**src/rtl/reg_file_sb.sv**
```systemverilog
// Dual-write, dual-read GPR file with a per-register pending-write scoreboard.
// Define REG_FILE_BYPASS_EN to forward same-cycle write data to the read ports.
module reg_file_sb #(
    parameter int DATA_WIDTH = 32,
    parameter int ADDR_WIDTH = 5
) (
    input  logic                  clk,
    input  logic                  resetn,
    input  logic                  wen0,
    input  logic [ADDR_WIDTH-1:0] waddr0,
    input  logic [DATA_WIDTH-1:0] wdata0,
    input  logic                  wen1,
    input  logic [ADDR_WIDTH-1:0] waddr1,
    input  logic [DATA_WIDTH-1:0] wdata1,
    input  logic                  sb_set,
    input  logic [ADDR_WIDTH-1:0] sb_addr,
    input  logic [ADDR_WIDTH-1:0] raddr1,
    output logic [DATA_WIDTH-1:0] rdata1,
    output logic                  rbusy1,
    input  logic [ADDR_WIDTH-1:0] raddr2,
    output logic [DATA_WIDTH-1:0] rdata2,
    output logic                  rbusy2,
    output logic [ADDR_WIDTH:0]   busy_cnt
);

    localparam int DEPTH = 1 << ADDR_WIDTH;

    logic [DATA_WIDTH-1:0] mem_q [DEPTH];
    logic [DEPTH-1:0]      busy_q, busy_d;
    logic [ADDR_WIDTH:0]   busy_cnt_q, busy_cnt_d;

    logic acc0, acc1, set_ok;

    // Writes are also gated by reset so nothing is forwarded while reset is held.
    assign acc0   = resetn && wen0 && (waddr0 != '0);
    assign acc1   = resetn && wen1 && (waddr1 != '0);
    assign set_ok = sb_set && (sb_addr != '0);

    always_ff @(posedge clk or negedge resetn) begin
        if (!resetn) begin
            for (int i = 0; i < DEPTH; i++) begin
                mem_q[i] <= '0;
            end
        end else begin
            if (acc0) mem_q[waddr0] <= wdata0;
            if (acc1) mem_q[waddr1] <= wdata1;
        end
    end

    // Clears first, then the set, so a newly issued producer keeps the bit.
    always_comb begin
        busy_d = busy_q;
        if (acc0)   busy_d[waddr0]  = 1'b0;
        if (acc1)   busy_d[waddr1]  = 1'b0;
        if (set_ok) busy_d[sb_addr] = 1'b1;
        busy_d[0] = 1'b0;
    end

    always_comb begin
        busy_cnt_d = '0;
        for (int i = 0; i < DEPTH; i++) begin
            busy_cnt_d = busy_cnt_d + {{ADDR_WIDTH{1'b0}}, busy_d[i]};
        end
    end

    always_ff @(posedge clk or negedge resetn) begin
        if (!resetn) begin
            busy_q     <= '0;
            busy_cnt_q <= '0;
        end else begin
            busy_q     <= busy_d;
            busy_cnt_q <= busy_cnt_d;
        end
    end

    assign busy_cnt = busy_cnt_q;

    always_comb begin
        rdata1 = (raddr1 == '0) ? '0 : mem_q[raddr1];
        rbusy1 = busy_q[raddr1];
        rdata2 = (raddr2 == '0) ? '0 : mem_q[raddr2];
        rbusy2 = busy_q[raddr2];
`ifdef REG_FILE_BYPASS_EN
        if (acc1 && (waddr1 == raddr1)) begin
            rdata1 = wdata1;
            rbusy1 = 1'b0;
        end else if (acc0 && (waddr0 == raddr1)) begin
            rdata1 = wdata0;
            rbusy1 = 1'b0;
        end
        if (acc1 && (waddr1 == raddr2)) begin
            rdata2 = wdata1;
            rbusy2 = 1'b0;
        end else if (acc0 && (waddr0 == raddr2)) begin
            rdata2 = wdata0;
            rbusy2 = 1'b0;
        end
`endif
    end

endmodule

```
**config.mk**
```make
export PLATFORM = sky130hd
export DESIGN_NAME = reg_file_sb
export DESIGN_NICKNAME = d
export VERILOG_FILES = /design/src/rtl/reg_file_sb.sv
export SDC_FILE = /design/constraint.sdc
export NUM_CORES = 2
export LEC_CHECK = 0
export BUFFER_PORTS_ARGS = -buffer_cell sky130_fd_sc_hd__buf_4
export CAP_MARGIN = 5
export CORE_AREA = 2 2 439 441
export CTS_CLUSTER_SIZE = 10
export DETAILED_ROUTE_END_ITERATION = 10
export DIE_AREA = 0 0 441 443
export PLACE_DENSITY = 0.59
export SLEW_MARGIN = 10
export SYNTH_ARGS = -nofsm -noshare
export SYNTH_HDL_FRONTEND = slang
export SYNTH_SLANG_ARGS = --single-unit
```
**constraint.sdc**
```tcl
create_clock -name clk -period 6.11 [get_ports clk]
set_input_delay 1.222 -clock clk [delete_from_list [all_inputs] [get_ports clk]]
set_output_delay 1.222 -clock clk [all_outputs]
set_load 0.02 [all_outputs]
```
==> summary.txt <==
Status = finished, final reports clean
Initial antenna violation count = 18
Total area of multi-input combinational cells = 36,800 sq um
Via count = 55.4k
Class of the worst hold path = flop to flop
Hold Path Sink = mem_q[997]
PwrDens = 355 nW/um^2
Placement Rows = 161
Top cells by area, synth = dfrtp_1, mux2i_1, mux4_2, a21oi_1, nor2_1
Relative slew margins = 0.130
Tmin final = 5990 ps
Worst EP required = 6840 ps
R2R cell count = 17
Area growth syn-to-layout = 12.6%
CTS root buffer = clkbuf_16
Initial Util = 0.347
Unique masters post-synth = 60
Detailed placement HPWL = 167 mm
Fmax = 167 MHz
Final Hold Violating Endpoints = 0
Top cell type's share of synthesized area = 0.400
Post-Route M1 WL = 109 mm
Port-buffer cells = 165
Setup crit start kind = input port
Reg-to-reg startpoint = busy_q[22]
Most frequent cell after synthesis = mux2i_1
Sequential-to-total area share from yosys stat = 0.400
WL/cell = 33.0 um
DIE WIDTH = 441 um
Most area-hungry cell type in the Yosys netlist = dfrtp_1
Core Region = 191,000 sq um
Slew Viols, Final = 0
Post-CTS Setup Bufs = 0
Drt pass-1 iters = 7
Maximum number of pins on one net before global-route repair = 176
Hold Crit Start = mem_q[997]
Reg2Reg Setup Slack = 1070 ps
Max Cap Viol = 0
FFs w/ async S/R, synth = 1.00
Tcrit/Tclk final = 0.981
Hold depth = 0
Number of synthesized flops with an enable pin = 0
Congestion Overflow GR = 0
Routed Antenna Nets = 0
Reg area = 26,600 sq um
GPL Wtd Cong = 0.883
Yosys reg bits = 1,061
Maximum VDD drop = 0.911 mV
RSZ-0062 raised after global routing = yes
Clk buf depth = 3
Die ar. = 195,000 sq um
Syn_area_per_cell = 10.5 sq um
Ys Warns = 0
Clock skew = 17.1 ps
Critical path fanouts, max = 3
Clock transition at the registers of the reported paths = 50 ps
Share of layout cells above drive strength 1 = 0.198
Sink Count = 1,061
WS Path Type = input port to flop
Hold WS = 371 ps
Leak = 0.0311 uW
Least-Margin Pin Slew = 1300 ps
Hold buffer count at cts = 0
Nets = 6,280
Skew-Pair Late Insertion Delay = 800 ps
R2R Path End = busy_cnt[4]
Syn_nets = 6,459
Top Metal Used = met5
Via/cell ratio = 6.32
Post-synth top cells = mux2i_1, dfrtp_1, nor2_1, a21oi_1, nand2_1
Crit. End Element = flop
Die Height = 443 um
CTS resizes = 0
First-pass GRT wire length = 411 mm
Fillers = 18.3k
CTS Buf Count = 132
IO Count = 166
CP arrival = 6720 ps
Htree depth = 4
Top_reg_cell synth = dfrtp_1
Met3 wire len = 31.4 mm
Routed wl met2 = 128 mm
Setup Viol. Count Final = 0
Vias in the first global route = 54.0k
Mapped cell area = 66,300 sq um
1st-iter DRT viols = 7,731
Final Util = 0.391
Post-Syn Instances = 6,335
TritonCTS clock tree = built
All-layer global routing usage = 0.292
# DRC = 0
Routed WL = 289 mm
==> placed cells by master (no fill, tap or decap), types with 11 or more instances in the layout <==
master and count:
a211oi_1 29, a21oi_1 601, a221o_1 32, a221oi_1 33
a22oi_1 64, a31oi_1 117, a32o_1 44, a32oi_1 94
buf_12 41, buf_4 421, clkbuf_1 43, clkbuf_16 136
clkbuf_8 13, dfrtp_1 1061, diode_2 13, fa_1 21
inv_1 35, mux2_2 67, mux2i_1 1099, mux4_2 439
nand2_1 589, nand2_4 11, nor2_1 612, nor2_4 27
o21ai_0 412, o21ai_1 25
==> logic make-up after synthesis <==
logic type / share of synthesized area
AOI/OAI and AO/OA: 0.131
and+or+nand+nor: 0.0811
adders and majority gates: 0.00826
DFF: 0.400
xor gates and xnor gates: 0.000396
buffers and inverters: 0.0530
muxes: 0.326
==> area by class of cell <==
cell class,count,share of cell area
Timing Repair Buffer,472,0.0551
Multi-Input combinational cell,4451,0.492
Sequential cell,1061,0.356
Antenna cell,13,0.000436
Tap cell,2526,0.0423
Inverter,38,0.00196
Clock inverter,15,0.00204
Clock buffer,192,0.0501
==> state kept, by name, summed over array words and instances (netlist names) <==
name and count:
busy_q 31, mem_q 1024, busy_cnt 6
==> per-layer routing <==
layer | track usage | vias up
met5 | 0 | -
met4 | 0.186 | 6
met3 | 0.0751 | 948
met2 | 0.434 | 3700
met1 | 0.377 | 27857
li1 | - | 22888
==> worst max path at each step <==
| stage | startpoint | endpoint |
|---|---|---|
| final | waddr1[4] | busy_cnt[4] |
| after global routing | waddr1[4] | busy_cnt[4] |
| after CTS | waddr1[2] | busy_cnt[4] |
| after detailed placement | waddr1[2] | busy_cnt[4] |
| after global placement | waddr1[2] | busy_cnt[4] |
| after floorplan | waddr1[4] | busy_cnt[4] |
==> power by group <==
group | switching (uW) | internal (uW) | total, uW
Combinational | 4200 | 4690 | 8900
Clock | 3250 | 4220 | 7470
Sequential | 1360 | 8790 | 10100
==> critical path, stage by stage <==
cell and delay, ps:
buf_12 120, or3b_4 400, or4_4 440, a32o_1 320
fa_1 520, inv_1 80, fa_1 560, fa_1 440
fa_1 480, fa_1 520, inv_1 50, fa_1 450
fa_2 370, inv_2 70, fa_2 210, inv_1 40
a21o_1 180, a21oi_2 130, xnor2_1 120
==> per-stage QoR <==
| step | area, sq um | setup slack, ps | total power, uW | setup TNS, ps | std cells |
|---|---|---|---|---|---|
| 2_1_floorplan | 66400 | -597 | 16100 | -2230 | 6335 |
| 3_3_place_gp | 70700 | -813 | 19000 | -3290 | 8548 |
| 3_5_place_dp | 70700 | -791 | 19100 | -3200 | 8548 |
| 4_1_cts | 74600 | 36.4 | 26500 | 0 | 8755 |
| 5_1_grt | 74700 | -17.2 | 28000 | -17.2 | 8767 |
| 6_report | 74700 | 115 | 26500 | 0 | 8768 |
Power figures use the tool's default switching activity.
